[config.mk]
export PLATFORM = sky130hd
export DESIGN_NAME = reversible_serial_unadder
export DESIGN_NICKNAME = d
export VERILOG_FILES = /design/src/rtl/rev_pkg.sv /design/src/rtl/reversible_inverse_cell.sv /design/src/rtl/reversible_serial_unadder.sv
export SDC_FILE = /design/constraint.sdc
export NUM_CORES = 1
export LEC_CHECK = 0
export ABC_AREA = 1
export CAP_MARGIN = 20
export CELL_PAD_IN_SITES_DETAIL_PLACEMENT = 0
export CELL_PAD_IN_SITES_GLOBAL_PLACEMENT = 1
export CORE_MARGIN = 1.5
export CORE_UTILIZATION = 40
export DETAILED_ROUTE_END_ITERATION = 16
export GPL_TIMING_DRIVEN = 0
export PLACE_DENSITY = 0.87
export SLEW_MARGIN = 20
export SYNTH_ARGS = -nofsm -noshare
export SYNTH_HDL_FRONTEND = slang
export SYNTH_SLANG_ARGS = --single-unit
[constraint.sdc]
create_clock -name clk -period 1.9 [get_ports clk]
set_input_delay 0.19 -clock clk [delete_from_list [all_inputs] [get_ports clk]]
set_output_delay 0.19 -clock clk [all_outputs]
set_load 0.02 [all_outputs]
[src/rtl/rev_pkg.sv]
// Shared definitions for the reversible adder / unadder datapath.
//   state_t            : control states of the serial unadder (IDLE, RUN, DONE)
//   REV_WIDTH_DEFAULT  : default operand width
//   maj()              : three-input majority, the carry function of a full adder
package rev_pkg;

    localparam int REV_WIDTH_DEFAULT = 8;

    typedef enum logic [1:0] {
        IDLE = 2'd0,
        RUN  = 2'd1,
        DONE = 2'd2
    } state_t;

    // Majority of three bits: the carry out of a full adder with inputs x, y, z.
    function automatic logic maj(input logic x, input logic y, input logic z);
        return (x & y) | (x & z) | (y & z);
    endfunction

endpackage

[src/rtl/reversible_inverse_cell.sv]
// One-bit inverse of a reversible full-adder cell.
// Given the addend bit a, the forward sum bit s and the incoming carry c, it
// recovers the operand bit b and regenerates the carry the forward cell produced.
// Ports:
//   a      in  addend bit
//   s      in  forward sum bit
//   c      in  carry into this bit position
//   b      out recovered operand bit
//   c_next out carry out of this bit position
module reversible_inverse_cell
    import rev_pkg::*;
(
    input  logic a,
    input  logic s,
    input  logic c,
    output logic b,
    output logic c_next
);

    // s = a ^ b ^ c in the forward cell, so b falls out of the same XOR.
    assign b      = s ^ a ^ c;
    // The regenerated carry must match the forward chain for the next bit.
    assign c_next = maj(a, b, c);

endmodule

[src/rtl/reversible_serial_unadder.sv]
// Bit-serial inverse of a reversible ripple adder.
// Given addend A, carry-in Cin and the (WIDTH+1)-bit forward sum S, recovers
// operand B one bit per cycle (LSB first) with a single time-multiplexed
// inverse cell. err flags a sum no valid B could have produced.
// Ports:
//   clk, rst         clock, asynchronous active-high reset
//   in_valid/ready   request handshake (ready only while idle)
//   a_in, cin_in     addend and forward carry-in
//   s_in             forward sum {Cout, Sum}
//   out_valid/ready  result handshake
//   b_out            recovered operand B (S - A - Cin mod 2^WIDTH)
//   err              final regenerated carry differs from s_in[WIDTH]
//   g_out            per-bit carries, only when REV_UNADDER_GARBAGE_EN is defined
// Configuration macro: REV_UNADDER_GARBAGE_EN exposes the intermediate carries.
module reversible_serial_unadder
    import rev_pkg::*;
#(
    parameter int WIDTH = REV_WIDTH_DEFAULT
) (
    input  logic             clk,
    input  logic             rst,
    input  logic             in_valid,
    output logic             in_ready,
    input  logic [WIDTH-1:0] a_in,
    input  logic             cin_in,
    input  logic [WIDTH:0]   s_in,
    output logic             out_valid,
    input  logic             out_ready,
    output logic [WIDTH-1:0] b_out,
    output logic             err
`ifdef REV_UNADDER_GARBAGE_EN
    ,
    output logic [WIDTH-1:0] g_out
`endif
);

    localparam int              IW       = $clog2(WIDTH) + 1;
    localparam logic [IW-1:0]   LAST_IDX = IW'(WIDTH - 1);

    state_t            state_r;
    logic [IW-1:0]     idx_r;
    logic              c_r;
    logic [WIDTH-1:0]  a_r;
    logic [WIDTH:0]    s_r;
    logic [WIDTH-1:0]  b_r;
    logic              err_r;
    logic              out_valid_r;
    logic              b_s;
    logic              c_next_s;
    logic [WIDTH:0]    b_shift_s;
`ifdef REV_UNADDER_GARBAGE_EN
    logic [WIDTH-1:0]  g_r;
    logic [WIDTH:0]    g_shift_s;
`endif

    // A and S are shifted right each RUN cycle, so the current bit is always at index 0.
    reversible_inverse_cell u_cell (
        .a      (a_r[0]),
        .s      (s_r[0]),
        .c      (c_r),
        .b      (b_s),
        .c_next (c_next_s)
    );

    // Results enter at the MSB and shift down; after WIDTH cycles bit i sits at index i.
    // The extra top bit keeps the expression legal for WIDTH=1.
    assign b_shift_s = {b_s, b_r} >> 1'b1;
`ifdef REV_UNADDER_GARBAGE_EN
    assign g_shift_s = {c_next_s, g_r} >> 1'b1;
`endif

    // Control FSM and datapath registers.
    always_ff @(posedge clk or posedge rst) begin
        if (rst) begin
            state_r     <= IDLE;
            idx_r       <= '0;
            c_r         <= 1'b0;
            a_r         <= '0;
            s_r         <= '0;
            b_r         <= '0;
            err_r       <= 1'b0;
            out_valid_r <= 1'b0;
`ifdef REV_UNADDER_GARBAGE_EN
            g_r         <= '0;
`endif
        end else begin
            case (state_r)
                IDLE: begin
                    if (in_valid && in_ready) begin
                        a_r     <= a_in;
                        s_r     <= s_in;
                        c_r     <= cin_in;
                        idx_r   <= '0;
                        state_r <= RUN;
                    end
                end
                RUN: begin
                    a_r   <= a_r >> 1'b1;
                    s_r   <= s_r >> 1'b1;
                    c_r   <= c_next_s;
                    b_r   <= b_shift_s[WIDTH-1:0];
`ifdef REV_UNADDER_GARBAGE_EN
                    g_r   <= g_shift_s[WIDTH-1:0];
`endif
                    idx_r <= idx_r + IW'(1);
                    if (idx_r == LAST_IDX) begin
                        // On the last bit the original Cout has shifted down to s_r[1].
                        err_r       <= c_next_s ^ s_r[1];
                        out_valid_r <= 1'b1;
                        state_r     <= DONE;
                    end
                end
                DONE: begin
                    if (out_ready) begin
                        out_valid_r <= 1'b0;
                        state_r     <= IDLE;
                    end
                end
                default: begin
                    out_valid_r <= 1'b0;
                    state_r     <= IDLE;
                end
            endcase
        end
    end

    assign in_ready  = (state_r == IDLE);
    assign out_valid = out_valid_r;
    assign b_out     = b_r;
    assign err       = err_r;
`ifdef REV_UNADDER_GARBAGE_EN
    assign g_out     = g_r;
`endif

endmodule

# Word level (Yosys, flattened, before mapping)
# Index checks and enable logic that the tools add are counted.
[totals]
ff_bits = 34
latch_bits = 0
ram_bits = 0
rom_bits = 0
inputBits = 22
out_inout_bits = 11
word_cells = 46
memories = 0
[classes]
n_addsub = 1
n_mul = 0
n_div = 0
n_lt_le_gt_ge = 0
n_eq_ne = 6
shift = 0
n_mux = 15
bitwise_logic = 9
reduce_logical = 7
[op_table]
columns = ["operator", "count"]
rows = [
  ["9-bit one-hot mux with 2 select lines", 1],
  ["8-bit one-hot mux with 2 select lines", 1],
  ["9-bit two-way mux", 1],
  ["8-bit two-way mux", 1],
  ["4-bit one-hot mux with 2 select lines", 1],
  ["2-bit two-way mux", 3],
  ["2-bit one-hot mux with 3 select lines", 1],
  ["3-bit AND reduction", 2],
  ["4-bit by 1-bit adder with 4-bit output, second input constant", 1],
  ["4-bit by 3-bit == test with 1-bit output, second input constant", 1],
  ["4-bit two-way mux", 1],
  ["2-bit != test, second input constant", 2],
  ["2-bit AND reduction", 2],
  ["1-bit AND", 3],
  ["1-bit two-way mux", 3],
  ["1-bit one-hot mux with 3 select lines", 1],
  ["1-bit XOR", 3],
  ["2-bit by 1-bit == test with 1-bit output, second input constant", 1],
  ["2-bit == test, second input constant", 1],
  ["2-bit zero test", 1],
  ["2-bit by 1-bit != test with 1-bit output, second input constant", 1],
  ["1-bit bitwise OR", 2],
  ["1-bit one-hot mux with 2 select lines", 1],
  ["2-bit nonzero test", 1],
  ["other kinds (2)", 2],
]

# Longest topological paths before layout
# Gate-level depths: netlist of run 1.
[logic_depth]
ltp_word = 6
depth_mapped = 7
ltp_nobuf = 7

# Cells and area by module
# A second synthesis of run 1 with hierarchy kept.
[hier_totals]
hier_cells = 187
hier_area_um2 = 1592.8
[by_module_without_submodules]
columns = ["module", "instances", "cells_per_inst", "area_per_inst_um2", "seq_area_each_um2"]
rows = [
  ["reversible_serial_unadder", 1, 177, 1554.0, 850.8],
  ["reversible_inverse_cell", 1, 10, 38.8, 0.0],
]

# Least setup slack after synthesis of run 1
# Ideal clock, no wire load.
[synth_path]
path_type = "register to register"
from = "reg state_r[1]"
to = "reg s_r[3]"
setup_ps = 69
arrival_time_ps = 1042
t_required_ps = 1831
path_slack_ps = 789
stages_incl_launch_ff = 5
n_path_buf = 1
synth_period_minus_slack_ps = 1111
path_cell_list = "dfrtp_1 nor2_2 buf_4 nand3_1 nand3_1"
[synth_via]
elab_chain_len = 4
elab_cells_between_ends = 7
cone_classes = "eq/ne: 2; mux: 1; reduce/logical: 4"
[synth_rtl]
columns = ["element", "line_no", "rtl"]
rows = [
  ["start: declaration", "reversible_serial_unadder.sv:40", "state_t state_r;"],
  ["start signal: assignment", "reversible_serial_unadder.sv:75", "state_r <= IDLE;"],
  ["start signal: assignment", "reversible_serial_unadder.sv:94", "state_r <= RUN;"],
  ["start signal: assignment", "reversible_serial_unadder.sv:110", "state_r <= DONE;"],
  ["2-bit zero test *", "reversible_serial_unadder.sv:127", "assign in_ready = (state_r == IDLE);"],
  ["net in_ready", "reversible_serial_unadder.sv:23", "output logic in_ready,"],
  ["1-bit logical AND", "reversible_serial_unadder.sv:89", "if (in_valid && in_ready) begin"],
  ["2-bit by 1-bit != test with 1-bit output (no line)", "--", ""],
  ["2-bit AND reduction (no line)", "--", ""],
  ["end signal: assignment", "reversible_serial_unadder.sv:91", "s_r <= s_in;"],
  ["end signal: assignment", "reversible_serial_unadder.sv:99", "s_r <= s_r >> 1'b1;"],
  ["end: declaration", "reversible_serial_unadder.sv:44", "logic [WIDTH:0] s_r;"],
]
# The timed path passes the listed nets; every way through them passes the cells marked *.
# A chain may end at the register's enable or synchronous reset.

# Worst setup path in the final report of run 1
[layout_path]
from = "reg state_r[1]"
to = "out in_ready"
[layout_via]
elab_chain_len = 1
[layout_rtl]
columns = ["element", "line_no"]
rows = [
  ["2-bit zero test", "reversible_serial_unadder.sv:127"],
  ["end: declaration", "reversible_serial_unadder.sv:23"],
]
# No other way between the ends.

==> impl_metrics.yaml, run 1 <==
outcome:
  run_status: "completed"
layout:
  finalNetCount: 236
  layout-area-overhead-vs-synth_pct: 31.84
  finish.cell_count_without_fillers: 262
  final_cell_area_um2: 2021
  antennaDiodeCount: 0
  postLayoutCoreUtil: 0.5519
  final_layout_size_suffix_gt1_frac: 0.09813
  n_fill_cell: 341
routing:
  wl_per_cell_um: 12.60
  post_drt_via_cell_ratio: 4.947
  via_count: 1296
  routed_wire_length_um: 3302
  drt-pass1-iter-count: 4
  drt-initial-drc-count: 55
  antenna_left: 0
  drt_drc_violations_left: 0
die:
  num_io_pins: 33
  start_util: 0.4187
  die_area_um2: 4212
  die_w_um: 64.90
  fp.dieH_um: 64.90
  core.rowCount: 22
  coreArea_um2: 3661
logic_synthesis:
  yosys.area_share.adder: 0.008163
  synth_fp_nets: 197
  netlist-cell-type-count: 25
  synth_xor_area_frac: 0.005714
  synth.yosys.warnings: 0
  synth.cell_area_um2: 1533
  synth_mux_area_frac: 0
  synth_top_family_by_area: "simple AND/OR/NAND/NOR gates"
  synthCells: 174
  synth_sequential_area_ratio: 0.5551
  yosys_register_bits: 34
  synth_compound_area_frac: 0.09959
  synthesized_area_divided_by_synthesized_cell_count_um2: 8.809
  synth_simple_gate_area_frac: 0.2596
critical_path:
  cp_num_buf_inv: 2
  cpLargestDelayFamily: "buffers and inverters"
  worstSetupStartpointType: "register"
  timing_worst_setup_path_type: "reg2out"
  worstPathArrival_ns: 1.44
  max_fanout_on_critical_path: 10
  critical_path_required_ns: 1.71
  cp-end-kind: "output port"
  path_cells: "nor2_4, buf_4, dlygate4sd2_1"
  cp_slowest_cell: "sky130_fd_sc_hd__dfrtp_1"
  critical-path-max-stage-delay_ns: 0.46
cts:
  cts.hold.buffers_added: 0
  cts_inserted_buffers: 5
  cts_tree: "yes"
  clk-insertion-delay-late_ns: 0.28
  cts_sinks: 34
  clk_pin_slew_ns: 0.06
  htree_num_levels: 2
  cts_root_buffer: "sky130_fd_sc_hd__clkbuf_8"
  clk_path_buf_depth: 2
grt:
  grt_first_pass_wirelength_um: 5823
  grt_overflow: 0
  grt_max_degree: 35
  grt.total_usage: 0.1842
  antenna_found_initial: 0
  vias_in_the_first_global_route: 1260
placed_design:
  routabilityCongestion: 0.8095
  dpl.cell_count: 253
  total_half_perimeter_wirelength_after_legalization_and_detailed_placement_um: 2321
  io_buffers: 31
  post_dp_cell_area_um2: 1903
timing:
  rsz0062_at_grt: "no"
  min_period_over_period: 0.8564
  finalHoldViolCount: 0
  worst-slew-pin-transition_ns: 0.7099
  timing_max_transition_violations_final: 0
  timing.clock.skew_ns: 0.002912
  relSlewSlack: 0.5260
  fmax_mhz: 614.6
  report.final.setup_viol: 0
  fin_setup_tns_ns: 0
  fin_hold_ws_ns: 0.2191
  period_minus_slack_ns: 1.627
power_and_ir_drop:
  p_leak_nw: 0.9612
  vdd_ir_drop_max_mv: 0.5689
  p_sw_frac: 0.3805
  power.share.combinational: 0.428
  power.clock.fraction: 0.195
  sequentialPowerShare: 0.377
  internal-power_w: 0.002026
  power.density_nw_per_um2: 1619
  net-switching-power_w: 0.001245
flow_run:
  cap_viol_max_count: 0
min_path:
  timing.hold.worst.class: "in2reg"
[logic make-up after synthesis]
group           Yosys count
flops                    34
buf+inv                  21
compound gates           24
fa+ha+maj                 1
xor+xnor                  1
simple gates             93
[worst min-delay path, cell delays in order]
cell and delay [ns]:
sky130_fd_sc_hd__buf_6 0.12, sky130_fd_sc_hd__nand3_1 0.08, sky130_fd_sc_hd__nand3_1 0.07
[layout make-up]
type | instances | area (um2) | area share
well taps | 48 | 60.06 | 0.02972
clock buffers | 7 | 76.32 | 0.03777
clock inverters | 1 | 30.03 | 0.01486
repair buffers | 32 | 316.6 | 0.1567
plain buffers | 7 | 57.56 | 0.02848
flip-flops and latches | 34 | 850.8 | 0.4211
multi-input cells | 119 | 576.8 | 0.2854
inverters | 14 | 52.55 | 0.02601
[power groups by stage]
stage / Combinational [W] / Clock, W / Sequential [W]
global route: 0.00159 / 0.000695 / 0.00127
CTS: 0.00142 / 0.000660 / 0.00123
detailed placement: 0.00140 / 0 / 0.00124
global placement: 0.00137 / 0 / 0.00122
finish: 0.00140 / 0.000639 / 0.00123
floorplan: 0.000825 / 0 / 0.00132
[registers in the layout, indices dropped and copies added (netlist names)]
signal / flops
c_r: 1
s_r: 9
out_valid: 1
idx_r: 4
a_r: 8
b_out: 8
err: 1
state_r: 2
[timing repair]
action / 4_1_cts / 5_1_grt
buffers inserted: 1 / 0
resized for setup: 2 / 0
setup endpoints to repair: 1 / 0
[worst paths after layout]
| path | slack (ns) | end | cells after the start | from |
|---|---|---|---|---|
| max | 0.27 | in_ready | 3 | state_r[1]$_DFFE_PP0P_ |
| min | 0.22 | s_r[2]$_DFFE_PP0P_ | 3 | in_valid |
| max reg2reg | 0.63 | a_r[0]$_DFFE_PP0P_ | 4 | state_r[0]$_DFFE_PP0P_ |
| min reg2reg | 0.48 | a_r[2]$_DFFE_PP0P_ | 2 | a_r[2]$_DFFE_PP0P_ |
| max in group asynchronous | 1.11 | err$_DFFE_PP0P_ | 2 | rst |
| min in group asynchronous | 0.34 | b_out[0]$_DFFE_PP0P_ | 2 | rst |
[cells in the final DEF (no fill, tap or decap)]
cell type	count
sky130_fd_sc_hd__a31oi_1	1
sky130_fd_sc_hd__o211ai_2	2
sky130_fd_sc_hd__nand3_1	28
sky130_fd_sc_hd__clkbuf_8	5
sky130_fd_sc_hd__o21ai_0	11
sky130_fd_sc_hd__o211ai_1	1
sky130_fd_sc_hd__dlygate4sd2_1	1
sky130_fd_sc_hd__a21oi_1	2
sky130_fd_sc_hd__xor2_1	1
sky130_fd_sc_hd__nor2_1	7
sky130_fd_sc_hd__clkdlybuf4s50_1	30
sky130_fd_sc_hd__buf_4	3
sky130_fd_sc_hd__o21ai_2	1
sky130_fd_sc_hd__buf_2	1
sky130_fd_sc_hd__a22o_1	1
sky130_fd_sc_hd__o21ai_1	2
sky130_fd_sc_hd__inv_1	11
sky130_fd_sc_hd__nand2_1	55
sky130_fd_sc_hd__bufinv_16	1
sky130_fd_sc_hd__ha_1	1
sky130_fd_sc_hd__nor2_4	2
sky130_fd_sc_hd__o221ai_1	1
sky130_fd_sc_hd__buf_6	3
sky130_fd_sc_hd__o22ai_1	2
sky130_fd_sc_hd__dfrtp_1	34
sky130_fd_sc_hd__inv_2	3
sky130_fd_sc_hd__clkbuf_1	3
sky130_fd_sc_hd__nand3b_1	1
[cell usage after synthesis]
| cell type | count | area share |
|---|---|---|
| sky130_fd_sc_hd__o22ai_1 | 2 | 0.0082 |
| sky130_fd_sc_hd__nor2_1 | 7 | 0.017 |
| sky130_fd_sc_hd__o211ai_1 | 1 | 0.0049 |
| sky130_fd_sc_hd__o211ai_2 | 2 | 0.016 |
| sky130_fd_sc_hd__inv_2 | 2 | 0.0049 |
| sky130_fd_sc_hd__nor2_2 | 1 | 0.0041 |
| sky130_fd_sc_hd__o21ai_1 | 2 | 0.0065 |
| sky130_fd_sc_hd__nand2_1 | 55 | 0.13 |
| sky130_fd_sc_hd__inv_1 | 12 | 0.029 |
| sky130_fd_sc_hd__a22o_1 | 1 | 0.0057 |
| sky130_fd_sc_hd__nand3b_1 | 1 | 0.0049 |
| sky130_fd_sc_hd__o21ai_2 | 1 | 0.0057 |
| sky130_fd_sc_hd__buf_2 | 1 | 0.0033 |
| sky130_fd_sc_hd__nor2_4 | 1 | 0.0073 |
| sky130_fd_sc_hd__a21oi_1 | 2 | 0.0065 |
| sky130_fd_sc_hd__xor2_1 | 1 | 0.0057 |
| sky130_fd_sc_hd__o221ai_1 | 1 | 0.0057 |
| sky130_fd_sc_hd__buf_6 | 3 | 0.022 |
| sky130_fd_sc_hd__clkbuf_1 | 1 | 0.0024 |
| sky130_fd_sc_hd__ha_1 | 1 | 0.0082 |
| sky130_fd_sc_hd__dfrtp_1 | 34 | 0.56 |
| sky130_fd_sc_hd__buf_4 | 2 | 0.0098 |
| sky130_fd_sc_hd__a31oi_1 | 1 | 0.0041 |
| sky130_fd_sc_hd__nand3_1 | 28 | 0.091 |
| sky130_fd_sc_hd__o21ai_0 | 11 | 0.036 |
[per-stage QoR]
stage	setup slack, ns	power, W
floorplan	0.7889	0.002147
global placement	0.09964	0.002591
detailed placement	0.05860	0.002638
CTS	0.2672	0.003305
global route	0.2035	0.003557
finish	0.2728	0.003271
[metal layers]
metal  wire length [um]  vias up  GRT usage  part of all wire
li1                   -      647          -                 -
met1               1536      620     0.2387              0.47
met2               1592       24     0.2912              0.48
met3                114        5    0.04688             0.035
met4                 58        0    0.07979             0.018
met5                  0        -          0                 0
No activity file was read; power rests on OpenSTA's default activity.
==> run 2, diff against run 1 <==
--- a/config.mk
+++ b/config.mk
@@ -13,7 +13,7 @@
 export CORE_UTILIZATION = 40
 export DETAILED_ROUTE_END_ITERATION = 16
 export GPL_TIMING_DRIVEN = 0
-export PLACE_DENSITY = 0.87
+export PLACE_DENSITY = 0.84
 export SLEW_MARGIN = 20
 export SYNTH_ARGS = -nofsm -noshare
 export SYNTH_HDL_FRONTEND = slang
==> run 2 against run 1 <==
  * Cell count down 0.38%
  * Design area down 1.3%
  * Non-clock buffer count unchanged
  * Critical endpoint unchanged
  * First-iteration DRC count up 20%
  * Largest power group unchanged
  * Critical path type unchanged
  * Maximum frequency up 7.1%
==> impl_metrics.yaml, run 2 (same netlist as run 1, synthesis figures left out) <==
outcome:
  run_status: "completed"
cts:
  clk-insertion-delay-late_ns: 0.28
  cts.hold.buffers_added: 0
  cts_root_buffer: "sky130_fd_sc_hd__clkbuf_8"
  cts_sinks: 34
  htree_num_levels: 2
  cts_tree: "yes"
  clk_pin_slew_ns: 0.06
  cts_inserted_buffers: 5
  clk_path_buf_depth: 2
routing:
  drt-pass1-iter-count: 4
  wl_per_cell_um: 13.37
  drt_drc_violations_left: 0
  via_count: 1312
  post_drt_via_cell_ratio: 5.027
  routed_wire_length_um: 3490
  drt-initial-drc-count: 66
  antenna_left: 0
layout:
  finalNetCount: 236
  final_layout_size_suffix_gt1_frac: 0.09390
  largest-register: "s_r"
  largest_register_ff_count: 9
  most-common-layout-cells: "55 x sky130_fd_sc_hd__nand2_1, 34 x sky130_fd_sc_hd__dfrtp_1, 30 x sky130_fd_sc_hd__clkdlybuf4s50_1"
  most_common_cell_after_layout_fill_and_taps_aside: "sky130_fd_sc_hd__nand2_1"
  antennaDiodeCount: 0
  layout-area-overhead-vs-synth_pct: 30.12
timing:
  fmax_mhz: 658.2
  timing_max_transition_violations_final: 0
  timing.clock.skew_ns: 0.002705
  fin_hold_ws_ns: 0.2126
  finalHoldViolCount: 0
  period_minus_slack_ns: 1.519
  worst-slew-pin-transition_ns: 0.7082
  relSlewSlack: 0.5272
  fin_setup_tns_ns: 0
  rsz0062_at_grt: "no"
  report.final.setup_viol: 0
  min_period_over_period: 0.7996
min_path:
  hold_path_end: "s_r[2]$_DFFE_PP0P_"
  timing.hold.worst.class: "in2reg"
  whs_path_depth: 3
  startpoint_of_the_tightest_hold_check_path: "in_valid"
critical_path:
  reg2reg_setup_slack_ns: 0.64
  critical_path_required_ns: 1.71
  worstSetupStartpointType: "register"
  crit-reg2reg-capture: "s_r[1]$_DFFE_PP0P_"
  worstPathArrival_ns: 1.33
  cp-end-kind: "output port"
  timing_worst_setup_path_type: "reg2out"
  startpoint_of_the_worst_register_to_register_path: "state_r[0]$_DFFE_PP0P_"
  timing.reg2reg.worst_path_depth: 4
  max_fanout_on_critical_path: 10
grt:
  grt_overflow: 0
  grt_first_pass_wirelength_um: 5727
  antenna_found_initial: 0
  grt.total_usage: 0.1828
  vias_in_the_first_global_route: 1282
  grt_max_degree: 35
die:
  die_area_um2: 4212
  core.rowCount: 22
  coreArea_um2: 3661
  num_io_pins: 33
  die_w_um: 64.90
  start_util: 0.4187
  fp.dieH_um: 64.90
power_and_ir_drop:
  p_leak_nw: 0.9575
  vdd_ir_drop_max_mv: 0.6807
  power.density_nw_per_um2: 1582
placed_design:
  routabilityCongestion: 0.7975
  total_half_perimeter_wirelength_after_legalization_and_detailed_placement_um: 2451
  io_buffers: 31
flow_run:
  cap_viol_max_count: 0
==> run 2: changes by cell type in the layout (fill, tap and decap cells not counted), sizes merged <==
cell,change
dlygate4sd2,-1
dlymetal6s2s,+1
bufinv,-1
==> run 2: power breakdown <==
part           leakage (nW)  internal [W]  switching, W
Sequential            0.431       0.00103      0.000208
Combinational         0.488      0.000608      0.000816
Clock                0.0383      0.000252      0.000240
Total                 0.957       0.00189       0.00126
==> run 2: timing repair <==
item                                    CTS  global route
gates resized for setup                   1             1
endpoints found under the setup margin    1             1
setup buffers                             1             0
pin swaps                                 1             0
endpoints found under the hold margin     0             0
==> run 2: layout make-up <==
cell class | instances | area, um2
well taps | 48 | 60.06
flip-flops and latches | 34 | 850.8
repair buffers | 32 | 320.3
plain buffers | 7 | 57.56
multi-input cells | 119 | 576.8
inverters | 14 | 52.55
fillers | 353 | 1667
clock buffers | 7 | 76.32
==> run 2: stage by stage <==
stage	std cells	setup WS, ns	util	power [W]	area, um2
finish	261	0.3808	0.5448	0.003156	1994
global route	261	0.3152	0.5448	0.003414	1994
CTS	261	0.0003937	0.5441	0.003176	1992
detailed placement	253	0.07852	0.5198	0.002656	1903
global placement	253	0.09546	0.5198	0.002595	1903
floorplan	174	0.7889	-	0.002147	1533
==> run 2: worst max path at each step <==
stage	from	end	slack, ns	cells after the start
global placement	state_r[1]$_DFFE_PP0P_	in_ready	0.1	3
floorplan	state_r[1]$_DFFE_PP0P_	s_r[3]$_DFFE_PP0P_	0.79	4
CTS	state_r[1]$_DFFE_PP0P_	in_ready	0.0004	3
detailed placement	state_r[1]$_DFFE_PP0P_	in_ready	0.08	3
finish	state_r[1]$_DFFE_PP0P_	in_ready	0.38	3
global route	state_r[1]$_DFFE_PP0P_	in_ready	0.32	3
==> run 2: critical path, cell delays in order (launching register included) <==
cell	delay [ns]
sky130_fd_sc_hd__dfrtp_1	0.46
sky130_fd_sc_hd__nor2_4	0.15
sky130_fd_sc_hd__buf_4	0.18
sky130_fd_sc_hd__dlymetal6s2s_1	0.24
==> run 2: routing by layer <==
layer	global-route usage	vias to the layer above	routed length (um)
met2	0.2951	34	1714
li1	-	648	-
met1	0.2312	625	1580
met3	0.05729	5	150
met5	0	-	0
met4	0.06383	0	45
